$ cat src/rtl/pe_out_drain_pkg.sv
// Shared types and helpers for the PE output drain and related writeback paths.
package pe_out_drain_pkg;

  localparam int DEF_DATA_WIDTH = 8;

  typedef logic [2*DEF_DATA_WIDTH-1:0] result_t;

  typedef enum logic {
    IDLE  = 1'b0,
    DRAIN = 1'b1
  } drain_state_e;

  function automatic int tileSize(input int xDim, input int yDim);
    return xDim * yDim;
  endfunction

endpackage

$ cat src/rtl/pe_out_drain_relu.sv
// Combinational clamp-to-zero of one signed result; shared by writeback paths.
module pe_drain_relu
  import pe_out_drain_pkg::*;
#(
  parameter int W = $bits(result_t)
) (
  input  logic         en_i,
  input  logic [W-1:0] data_i,
  output logic [W-1:0] data_o
);

  assign data_o = (en_i && data_i[W-1]) ? '0 : data_i;

endmodule

$ cat src/rtl/pe_out_drain.sv
// Captures the whole PE result grid in one cycle, then streams it row-major
// into the output-feature buffer over a valid/ready write port.
module pe_out_drain
  import pe_out_drain_pkg::*;
#(
  parameter int X_DIM      = 5,
  parameter int Y_DIM      = 5,
  parameter int DATA_WIDTH = DEF_DATA_WIDTH,
  parameter int ADDR_W     = 10
) (
  input  logic                    clk,
  input  logic                    rst,
  input  logic                    cap_valid,
  output logic                    cap_ready,
  input  logic [2*DATA_WIDTH-1:0] pe_out [X_DIM-1:0][Y_DIM-1:0],
  input  logic                    relu_en,
  input  logic [ADDR_W-1:0]       base_addr,
  input  logic                    abort,
  output logic                    of_wr_valid,
  input  logic                    of_wr_ready,
  output logic [ADDR_W-1:0]       of_wr_addr,
  output logic [2*DATA_WIDTH-1:0] of_wr_data,
  output logic                    drain_done
);

  localparam int RW   = 2 * DATA_WIDTH;
  localparam int TILE = tileSize(X_DIM, Y_DIM);
  localparam int IW   = (X_DIM > 1) ? $clog2(X_DIM) : 1;
  localparam int JW   = (Y_DIM > 1) ? $clog2(Y_DIM) : 1;
  localparam int BW   = (TILE > 1) ? $clog2(TILE) : 1;
  localparam logic [JW-1:0] J_LAST    = JW'(Y_DIM - 1);
  localparam logic [BW-1:0] BEAT_LAST = BW'(TILE - 1);

  drain_state_e    state_q, state_d;
  logic [IW-1:0]   row_q, row_d, rowNext;
  logic [JW-1:0]   col_q, col_d, colNext;
  logic [BW-1:0]   beat_q, beat_d;
  logic            relu_q, relu_d;
  logic            valid_q, valid_d;
  logic            done_q, done_d;
  logic [ADDR_W-1:0] addr_q, addr_d;
  logic [RW-1:0]   data_q, data_d;
  logic [RW-1:0]   shadow_q [X_DIM-1:0][Y_DIM-1:0];
  logic            capture;
  logic [RW-1:0]   srcData, reluData;
  logic            srcRelu;

  always_comb begin
    colNext = col_q + JW'(1);
    rowNext = row_q;
    if (col_q == J_LAST) begin
      colNext = '0;
      rowNext = row_q + IW'(1);
    end
  end

  // The output register is loaded either straight from the grid at capture or
  // from the shadow copy for the following beat, so one clamp serves both.
  always_comb begin
    srcData = shadow_q[rowNext][colNext];
    srcRelu = relu_q;
    if (state_q == IDLE) begin
      srcData = pe_out[0][0];
      srcRelu = relu_en;
    end
  end

  pe_drain_relu #(.W(RW)) uRelu (
    .en_i   (srcRelu),
    .data_i (srcData),
    .data_o (reluData)
  );

  always_comb begin
    state_d = state_q;
    row_d   = row_q;
    col_d   = col_q;
    beat_d  = beat_q;
    relu_d  = relu_q;
    valid_d = valid_q;
    done_d  = 1'b0;
    addr_d  = addr_q;
    data_d  = data_q;
    capture = 1'b0;
    unique case (state_q)
      IDLE: begin
        if (cap_valid && !abort) begin
          capture = 1'b1;
          state_d = DRAIN;
          row_d   = '0;
          col_d   = '0;
          beat_d  = '0;
          relu_d  = relu_en;
          valid_d = 1'b1;
          addr_d  = base_addr;
          data_d  = reluData;
        end
      end
      DRAIN: begin
        if (abort) begin
          state_d = IDLE;
          valid_d = 1'b0;
        end else if (valid_q && of_wr_ready) begin
          if (beat_q == BEAT_LAST) begin
            state_d = IDLE;
            valid_d = 1'b0;
            done_d  = 1'b1;
          end else begin
            row_d  = rowNext;
            col_d  = colNext;
            beat_d = beat_q + BW'(1);
            addr_d = addr_q + ADDR_W'(1);
            data_d = reluData;
          end
        end
      end
      default: state_d = IDLE;
    endcase
  end

  always_ff @(posedge clk or posedge rst) begin
    if (rst) begin
      state_q <= IDLE;
      row_q   <= '0;
      col_q   <= '0;
      beat_q  <= '0;
      relu_q  <= 1'b0;
      valid_q <= 1'b0;
      done_q  <= 1'b0;
      addr_q  <= '0;
      data_q  <= '0;
    end else begin
      state_q <= state_d;
      row_q   <= row_d;
      col_q   <= col_d;
      beat_q  <= beat_d;
      relu_q  <= relu_d;
      valid_q <= valid_d;
      done_q  <= done_d;
      addr_q  <= addr_d;
      data_q  <= data_d;
    end
  end

  always_ff @(posedge clk or posedge rst) begin
    if (rst) begin
      for (int i = 0; i < X_DIM; i++)
        for (int j = 0; j < Y_DIM; j++)
          shadow_q[i][j] <= '0;
    end else if (capture) begin
      shadow_q <= pe_out;
    end
  end

  assign cap_ready   = (state_q == IDLE);
  assign of_wr_valid = valid_q;
  assign of_wr_addr  = addr_q;
  assign of_wr_data  = data_q;
  assign drain_done  = done_q;

endmodule
$ cat config.mk
export PLATFORM = sky130hd
export DESIGN_NAME = pe_out_drain
export DESIGN_NICKNAME = d
export VERILOG_FILES = /design/src/rtl/pe_out_drain_pkg.sv /design/src/rtl/pe_out_drain_relu.sv /design/src/rtl/pe_out_drain.sv
export SDC_FILE = /design/constraint.sdc
export NUM_CORES = 1
export LEC_CHECK = 0
export BUFFER_PORTS_ARGS = -buffer_cell sky130_fd_sc_hd__buf_2
export CELL_PAD_IN_SITES_DETAIL_PLACEMENT = 0
export CELL_PAD_IN_SITES_GLOBAL_PLACEMENT = 2
export CORE_ASPECT_RATIO = 1.1
export CORE_MARGIN = 4
export CORE_UTILIZATION = 25
export DETAILED_ROUTE_END_ITERATION = 7
export HOLD_SLACK_MARGIN = 0.03
export PLACE_DENSITY_LB_ADDON = 0.1
export SETUP_SLACK_MARGIN = 0.05
export SYNTH_ARGS = -nofsm -noshare
export SYNTH_HDL_FRONTEND = slang
export SYNTH_SLANG_ARGS = --single-unit
$ cat constraint.sdc
create_clock -name clk -period 17.4 [get_ports clk]
set_clock_uncertainty 0.1 [all_clocks]
set_input_delay 0 -clock clk [delete_from_list [all_inputs] [get_ports clk]]
set_output_delay 0 -clock clk [all_outputs]
set_load 0.02 [all_outputs]
==> results.cfg <==
[clocking]
post_cts_resized = 0
clock-root-buffer = clkbuf_16
cts_buffer_depth = 3
cts_sinks = 441
cts_tree = yes
cts_inserted_buffers = 54
htree_levels = 2
clock_latency_ns = 0.62
cts_setup_buffers = 0
ctsHoldBuffers = 692
clk_pin_slew_worst_paths_ns = 0.06

[synth]
ys_warn_count = 0
synth_top_area_share_pct = 53.2
synth.area.top_cells = dfrtp_1 53%, nand2_1 23%, mux4_2 3.0%, mux2i_1 2.4%, clkbuf_1 2.0%
syn_area_per_cell_sq_um = 8.61
async_reset_ff_share_pct = 100
synth_edf_count = 0
syn_inst = 2408
synth_seq_cells = 441
syn_nets = 2830
yosysUniqueCellTypes = 82
synth_common_cells = 1293 x nand2_1, 441 x dfrtp_1, 110 x clkbuf_1, 50 x mux2i_1, 49 x a21oi_1
yosysMostFrequentCell = nand2_1
synth_ff_type = dfrtp_1
synth_area_sq_mm = 0.0207
synth_largest_area_cell = dfrtp_1
yosysSeqAreaShare_pct = 53.2

[sta]
slew_violations = 0
max_slew.worst_pin.slew_ns = 1.20
tns_ns = 0
finalCritPeriodShare_pct = 27.2
finalSetupViolCount = 0
max_freq_mhz = 211
rsz0062_at_grt = false
period_needed_ns = 4.74
hold_viol = 0
slew_headroom_pct = 20.2
fin_ws_ns = 12.66

[place]
gp_congestion = 0.886
numPortBuffers = 444
post-place-ws_ns = 12.73
dp_hpwl_um = 73900

[die]
die-area_sq_mm = 0.0876
ios = 445
initial_core_util_pct = 25.3
die_w_um = 283
die_y_um = 310
rows = 110
core_sq_mm = 0.0820

[grt]
antenna_found_initial = 4
grt_pass1_vias = 22662
grt_pass1_wl_um = 150000
grt_overflow_total = 0
gr-usage-all-layers_pct = 23.0
grt_max_degree = 140

[worst_setup_path]
crit_type = reg2reg
crit_arrival_ns = 5.15
crit_fanout = 21
worstSetupStartpointType = flip-flop
setup.worst_path.end_class = flip-flop
required_ns = 17.81

[cells_and_area]
area.growth.synth_to_final_pct = 58.1
fin_nets = 3906
fill_cells = 8294
drive_gt1_share_pct = 18.1
multi_input_area_sq_mm = 0.00906
regArea_sq_mm = 0.0110

[drt]
wl_per_cell_um = 22.3
wl_um = 102000
firstDrtPassIters = 7
first_iter_violations = 1457
viasPerCell = 4.68
route.detailed.drc = 0
drtAntennaViolNets = 0
via_count = 21516

[power_and_ir_drop]
power.leakage_uw = 0.0160
powerDensity_mw_per_mm2 = 108
ir_drop_v = 0.0000730

[flow_run]
cap_violations = 0

[status]
outcome = finished clean

[hold_path]
hold_path_class = in2reg
metal layers:
layer | vias up | global-route usage, % | share of wire (%)
li1 | 10103 | - | -
met1 | 10592 | 30.4 | 44
met2 | 668 | 39.3 | 48
met3 | 153 | 3.23 | 4.8
met4 | 0 | 7.07 | 3.4
met5 | - | 0 | 0
flip-flops by register name, indices dropped and copies added, names as in the netlist:
register / count
col_q: 3
of_wr_addr: 10
state_q: 1
of_wr_valid: 1
relu_q: 1
shadow_q: 400
drain_done: 1
beat_q: 5
row_q: 3
of_wr_data: 16
through the flow:
stage | total power [uW] | hold WS (ns) | area (sq um) | util [%] | cells
2_1_floorplan | 1800 | 0.00544 | 20700 | - | 2408
3_3_place_gp | 2200 | 0.0581 | 24000 | 29.2 | 3800
3_5_place_dp | 2200 | 0.0639 | 24000 | 29.2 | 3800
4_1_cts | 3570 | 0.0302 | 32800 | 40.0 | 4591
5_1_grt | 3710 | 0.0374 | 32800 | 40.0 | 4591
6_report | 3530 | 0.0465 | 32800 | 40.0 | 4593
logic make-up (layout without fill, tap and decap cells):
family	count (synthesis)	count (layout)	synth area share, %
simple gates	1428	1428	27.2
buf+inv	158	1277	3.24
mux	91	91	6.16
xor+xnor	6	6	0.290
flops	441	441	53.2
other cells	0	2	0
fa+ha+maj	6	6	0.362
compound gates	278	278	9.56
path summary, 6_finish.rpt:
check | from | end | slack [ns] | depth (start not counted)
min reg2reg | shadow_q[84]$_DFFE_PP0P_ | shadow_q[84]$_DFFE_PP0P_ | 0.37 | 2
max | col_q[0]$_DFFE_PP0P_ | of_wr_data[4]$_DFFE_PP0P_ | 12.66 | 9
max reg2reg | col_q[0]$_DFFE_PP0P_ | of_wr_data[4]$_DFFE_PP0P_ | 12.66 | 9
min in group asynchronous | rst | of_wr_addr[2]$_DFFE_PP0P_ | 0.56 | 4
min | pe_out[263] | shadow_q[263]$_DFFE_PP0P_ | 0.05 | 4
max in group asynchronous | rst | shadow_q[158]$_DFFE_PP0P_ | 14.21 | 6
placed cells by master, fill, tap and decap left out, types with 9 or more instances in the layout:
cell type / count
a211o_1: 12
a211oi_1: 22
a21oi_1: 49
a221oi_1: 12
a22o_1: 11
a31oi_1: 15
and3_1: 13
buf_2: 444
buf_4: 31
clkbuf_1: 9
clkbuf_16: 55
clkbuf_8: 16
dfrtp_1: 439
dlygate4sd3_1: 692
inv_1: 9
mux2_2: 13
mux2i_1: 50
mux4_2: 28
nand2_1: 1293
nand3_1: 30
nor2_1: 30
nor3_1: 10
o21ai_0: 48
o221ai_1: 11
o22ai_1: 21
worst max-delay path, stage by stage (launching register included):
cell	delay [ns]
dfrtp_1	0.37
inv_1	0.35
ha_1	0.85
nand2_1	0.61
a21oi_4	0.82
mux4_2	0.60
a22o_1	0.29
a2111oi_2	0.29
a31oi_1	0.12
a22o_1	0.21
cell type report:
type                       count  share of cell area [%]
inverter                      10                   0.137
multi-input combinational   1809                    27.6
sequential                   441                    33.7
clock buffer                  80                    4.97
tap                         1064                    4.06
timing repair buffer        1168                    28.7
clock inverter                19                   0.832
antenna                        2                  0.0153
report_power, final:
group / total (uW) / internal (uW) / leakage, uW / switching (uW)
clock: 1220 / 736 / 0.000939 / 484
sequential: 1410 / 1230 / 0.00549 / 182
combinational: 899 / 376 / 0.00960 / 523
total: 3530 / 2340 / 0.0160 / 1190
Note: power is estimated with default switching activity, not from simulation.
